**config.mk**
```make
export PLATFORM = sky130hd
export DESIGN_NAME = raster_timing_gen
export DESIGN_NICKNAME = d
export VERILOG_FILES = /design/src/rtl/raster_timing_gen.sv
export SDC_FILE = /design/constraint.sdc
export NUM_CORES = 1
export LEC_CHECK = 0
export ABC_AREA = 0
export BUFFER_PORTS_ARGS = -buffer_cell sky130_fd_sc_hd__buf_2
export CELL_PAD_IN_SITES_DETAIL_PLACEMENT = 0
export CELL_PAD_IN_SITES_GLOBAL_PLACEMENT = 1
export CORE_AREA = 3 3 96 98
export CTS_BUF_LIST = sky130_fd_sc_hd__clkbuf_16
export CTS_CLUSTER_DIAMETER = 60
export DETAILED_ROUTE_END_ITERATION = 8
export DIE_AREA = 0 0 99 101
export GPL_TIMING_DRIVEN = 1
export PLACE_DENSITY = 0.63
export SLEW_MARGIN = 30
export SYNTH_ARGS = -nofsm -noshare
export SYNTH_HDL_FRONTEND = slang
export SYNTH_SLANG_ARGS = --single-unit
```
**constraint.sdc**
```tcl
create_clock -name i_clk -period 3.2 [get_ports i_clk]
set_input_delay 0.64 -clock i_clk [delete_from_list [all_inputs] [get_ports i_clk]]
set_output_delay 0.64 -clock i_clk [all_outputs]
set_load 0.02 [all_outputs]
```
**src/rtl/raster_timing_gen.sv**
```systemverilog
// -----------------------------------------------------------------------------
// raster_timing_gen
//
// Purpose:
//   Raster timing generator feeding the sprite/overlay pipeline. Walks the
//   pixel raster one position per i_pix_en strobe and emits the coordinates
//   together with horizontal/vertical sync, active-video enable and a
//   frame-start pulse. Every output is a register and all of them describe the
//   same raster position. There is no skew between the coordinates and the
//   decoded signals.
//
// Ports:
//   i_clk          in   1   system clock, rising edge
//   i_rst_n        in   1   synchronous reset, active-low
//   i_pix_en       in   1   pixel advance strobe (tie high for pixel-rate clk)
//   o_x            out  16  horizontal position, 0..H_TOTAL-1
//   o_y            out  16  vertical position, 0..V_TOTAL-1
//   o_h_sync       out  1   horizontal sync, asserted level = HS_POL
//   o_v_sync       out  1   vertical sync, asserted level = VS_POL
//   o_de           out  1   active video (o_x < H_ACTIVE and o_y < V_ACTIVE)
//   o_frame_start  out  1   one-clock pulse when the position becomes (0,0)
//   o_frame_cnt    out  16  frames started since reset (optional, see below)
//
// Optional feature:
//   Define RASTER_TIMING_FRAME_CNT_EN to add o_frame_cnt. The counter
//   increments on the same edge that raises o_frame_start and wraps at 65535.
// -----------------------------------------------------------------------------
module raster_timing_gen #(
    parameter int H_ACTIVE = 640,
    parameter int H_FP     = 16,
    parameter int H_SYNC   = 96,
    parameter int H_BP     = 48,
    parameter int V_ACTIVE = 480,
    parameter int V_FP     = 10,
    parameter int V_SYNC   = 2,
    parameter int V_BP     = 33,
    parameter bit HS_POL   = 1'b0,
    parameter bit VS_POL   = 1'b0
) (
    input  logic        i_clk,
    input  logic        i_rst_n,
    input  logic        i_pix_en,
    output logic [15:0] o_x,
    output logic [15:0] o_y,
    output logic        o_h_sync,
    output logic        o_v_sync,
    output logic        o_de,
    output logic        o_frame_start
`ifdef RASTER_TIMING_FRAME_CNT_EN
    ,
    output logic [15:0] o_frame_cnt
`endif
);

    localparam int H_TOTAL = H_ACTIVE + H_FP + H_SYNC + H_BP;
    localparam int V_TOTAL = V_ACTIVE + V_FP + V_SYNC + V_BP;

    // Elaboration-time sanity checks on the timing parameters.
    if (H_ACTIVE < 1 || V_ACTIVE < 1) begin : g_bad_active
        $error("raster_timing_gen: H_ACTIVE and V_ACTIVE must be >= 1");
    end
    if (H_FP < 1 || H_SYNC < 1 || H_BP < 1) begin : g_bad_h_timing
        $error("raster_timing_gen: horizontal porch/sync values must be >= 1");
    end
    if (V_FP < 1 || V_SYNC < 1 || V_BP < 1) begin : g_bad_v_timing
        $error("raster_timing_gen: vertical porch/sync values must be >= 1");
    end
    if (H_TOTAL > 65535 || V_TOTAL > 65535) begin : g_bad_total
        $error("raster_timing_gen: H_TOTAL and V_TOTAL must fit in 16 bits");
    end

    // 16-bit views of the decode boundaries so every compare is width-matched.
    localparam logic [15:0] H_LAST   = 16'(H_TOTAL - 1);
    localparam logic [15:0] V_LAST   = 16'(V_TOTAL - 1);
    localparam logic [15:0] H_ACT    = 16'(H_ACTIVE);
    localparam logic [15:0] V_ACT    = 16'(V_ACTIVE);
    localparam logic [15:0] HS_START = 16'(H_ACTIVE + H_FP);
    localparam logic [15:0] HS_STOP  = 16'(H_ACTIVE + H_FP + H_SYNC);
    localparam logic [15:0] VS_START = 16'(V_ACTIVE + V_FP);
    localparam logic [15:0] VS_STOP  = 16'(V_ACTIVE + V_FP + V_SYNC);

    logic [15:0] x_next;
    logic [15:0] y_next;
    logic        end_of_line;
    logic        end_of_frame;
    logic        de_next;
    logic        hs_active_next;
    logic        vs_active_next;

    // The registered coordinates are the raster state. Everything else is
    // decoded from the *next* position so that it lands on the same edge as
    // the coordinates it describes.
    always_comb begin
        // NOTE: every signal gets a default first so no path can infer a latch.
        x_next         = o_x;
        y_next         = o_y;
        end_of_line    = (o_x == H_LAST);
        end_of_frame   = end_of_line && (o_y == V_LAST);

        if (end_of_line) begin
            x_next = '0;
            y_next = (o_y == V_LAST) ? '0 : o_y + 16'd1;
        end else begin
            x_next = o_x + 16'd1;
        end

        de_next        = (x_next < H_ACT) && (y_next < V_ACT);
        hs_active_next = (x_next >= HS_START) && (x_next < HS_STOP);
        // Decoded from y alone, so v_sync is held across the x=0 wrap edge and
        // produces exactly one rising and one falling edge per frame.
        vs_active_next = (y_next >= VS_START) && (y_next < VS_STOP);
    end

    // NOTE: sequential state uses non-blocking assignments only, so all
    // outputs update together on the edge without ordering races.
    always_ff @(posedge i_clk) begin
        if (!i_rst_n) begin
            o_x           <= H_LAST;
            o_y           <= V_LAST;
            o_de          <= 1'b0;
            o_h_sync      <= ~HS_POL;
            o_v_sync      <= ~VS_POL;
            o_frame_start <= 1'b0;
        end else if (i_pix_en) begin
            o_x           <= x_next;
            o_y           <= y_next;
            o_de          <= de_next;
            o_h_sync      <= hs_active_next ? HS_POL : ~HS_POL;
            o_v_sync      <= vs_active_next ? VS_POL : ~VS_POL;
            o_frame_start <= end_of_frame;
        end else begin
            // Position holds between strobes. The frame pulse is one i_clk
            // wide, not one pixel wide.
            o_frame_start <= 1'b0;
        end
    end

`ifdef RASTER_TIMING_FRAME_CNT_EN
    always_ff @(posedge i_clk) begin
        if (!i_rst_n) begin
            o_frame_cnt <= '0;
        end else if (i_pix_en && end_of_frame) begin
            o_frame_cnt <= o_frame_cnt + 16'd1;
        end
    end
`endif

endmodule

```
==> results.yml <==
routing:
  wire_per_inst_um: 17.0
  drtIter0Drc: 165
  ant_nets: 0
  drc: 0
  routed_wirelength_um: 7790
  drtPass1Iterations: 4
  via_per_inst: 5.49
  vias: 2522
setup_path:
  cp.arrival_ns: 2.69
  cp-start-kind: "flop"
  crit_required_ns: 3.35
  cp-end-kind: "flop"
  crit_type: "flop to flop"
  worstPathMaxFanout: 9
sta:
  slew_headroom: 0.572
  tns_ns: 0
  finalSetupViolCount: 0
  fmax_mhz: 393
  period_share: 0.795
  rsz0062_at_grt: "no"
  drv_slew: 0
  finalHoldViolCount: 0
  worst_clock_skew_ns: 0.00340
  finalCriticalPeriod_ns: 2.54
  tightest_slew_ns: 0.637
cts:
  clk_pin_slew_ns: 0.06
  postCtsSetupBuffers: 0
  hold_buffers: 0
  clkLatencyLatePin_ns: 0.28
  cts_resized: 0
  cts_root_buf: "clkbuf_16"
  htree_num_levels: 2
  clock_path_buffers: 2
  cts_tree: "built"
  clkSinkCount: 36
  cts_buffers: 5
power_and_ir_drop:
  finalPower_mw: 1.43
  ir_drop_mv: 0.226
  p_per_area_mw_per_mm2: 486
  leakagePower_nw: 1.09
final_layout:
  layout_common_cells: "buf_2 (38), dfxtp_1 (36), nand2_1 (31)"
  fill_cells: 920
  final_nets: 356
  final_common_cell: "buf_2"
  finalInstanceArea_sq_mm: 0.00294
  area_growth_pct: 16.1
  fin_util: 0.344
  layout-drive-gt1-share: 0.174
  insertedDiodeCount: 0
floorplanning:
  coreArea_sq_mm: 0.00855
  start_util: 0.297
  num_rows: 34
  die_width_um: 99
  io_pins: 39
  die-area_sq_mm: 0.0100
  die_h_um: 101
status:
  status: "complete, no violations"
grt:
  antenna_found_initial: 0
  track_usage: 0.158
  grt_pass1_wl_um: 12900
  overflow: 0
  grt_pass1_vias: 2430
  grt_max_degree: 37
logic_synthesis:
  syn_area_per_cell_sq_um: 7.76
  synth.area.top_cells: "dfxtp_1 (28%), xnor2_1 (4.8%), nand2_1 (4.6%), and2_1 (3.7%), nand3_1 (3.6%)"
  synth-async-reset-ratio: 0
  synth.net_count: 333
  synthCells: 327
  ys_seq_area_frac: 0.284
  synth_seq_cells: 36
  yosysTopAreaCell: "dfxtp_1"
  synth_ff_type: "dfxtp_1"
  synth-edff-count: 0
  syn-cell-area_sq_mm: 0.00254
  synth_cell_types: 56
  yosys.area.top_type_share: 0.284
  ys_warn_count: 0
place:
  dpl-instance-area_sq_mm: 0.00278
  portBuffers: 38
  gp_congestion: 0.833
  place_hpwl_um: 5460
worst_hold_path:
  hold_class: "flop to flop"
job:
  cap_violations: 0
where the power goes:
part / switching, mW / internal (mW)
Sequential: 0.0524 / 0.470
Combinational: 0.213 / 0.122
Clock: 0.208 / 0.366
worst paths after layout:
check	start	endpoint	slack (ns)	cells after the start
hold / removal	o_de$_SDFFE_PN0P_	o_de$_SDFFE_PN0P_	0.54	1
setup reg to reg	o_x[0]$_SDFFE_PN1P_	o_v_sync$_SDFFE_PN1P_	0.66	7
hold reg to reg	o_de$_SDFFE_PN0P_	o_de$_SDFFE_PN0P_	0.54	1
setup / recovery	o_x[0]$_SDFFE_PN1P_	o_v_sync$_SDFFE_PN1P_	0.66	7
Yosys cell counts, types with 2 or more instances:
library cell and instances:
nor3_1 15, and3_1 6, o21ai_0 17, nor4_1 8, nand4b_1 3, inv_1 5, nor2_1 17, nand3_1 18
or4_1 2, nand4_1 14, nor4_2 2, nor2b_1 14, xor2_1 4, xnor2_1 14, o21a_1 4, a31oi_1 8
clkbuf_1 17, and4bb_1 2, and4_1 8, dfxtp_1 36, nand2_1 31, nor4bb_1 3, o311ai_0 2, ha_1 3
buf_2 8, nor3b_1 5, or3_1 2, a21oi_1 10, o211ai_1 5, o22ai_1 3, a21boi_0 2, and2_1 15
per-stage QoR:
step / hold slack [ns] / std cells / setup WS, ns
after floorplan: 0.566 / 327 / 0.796
after CTS: 0.533 / 459 / 0.616
after detailed placement: 0.509 / 451 / 0.647
after global placement: 0.521 / 451 / 0.746
final: 0.540 / 459 / 0.657
after global routing: 0.568 / 459 / 0.478
cell families (layout without fill, tap and decap cells):
logic type | after synthesis | after routing | synth area share
compound gates | 61 | 61 | 0.156
xor+xnor | 18 | 18 | 0.0622
fa+ha+maj | 3 | 3 | 0.0148
buf+inv | 31 | 55 | 0.0528
flops | 36 | 36 | 0.284
mux | 2 | 2 | 0.00839
simple gates | 176 | 176 | 0.422
cell type report:
class | count | area (sq um) | share of cell area
flip-flops and latches | 36 | 721 | 0.245
repair buffers | 42 | 220 | 0.0748
clock inverters | 3 | 42.5 | 0.0144
clock buffers | 5 | 125 | 0.0425
multi-input cells | 260 | 1680 | 0.571
well taps | 108 | 135 | 0.0459
inverters | 5 | 18.8 | 0.00637
layer usage:
| metal | vias to the layer above | wire (um) | global-route usage | share of wire |
|---|---|---|---|---|
| li1 | 1255 | - | - | - |
| met1 | 1195 | 3880 | 0.231 | 0.50 |
| met2 | 66 | 3450 | 0.239 | 0.44 |
| met3 | 6 | 382 | 0.0291 | 0.049 |
| met4 | 0 | 80 | 0.0357 | 0.010 |
| met5 | - | 0 | 0 | 0 |
sequential cells by signal, indices dropped and copies added, names as in the netlist:
name	flops
o_de	1
o_frame_start	1
o_h_sync	1
o_v_sync	1
o_x	16
o_y	16
worst max-delay path, stage by stage, from the launching register on:
cell,delay (ns)
dfxtp_1,0.41
ha_1,0.27
and4_1,0.36
nand4_4,0.20
nor4_1,0.36
mux2_2,0.39
nor4b_2,0.29
a31oi_1,0.13
(Power assumes the default switching activity.)
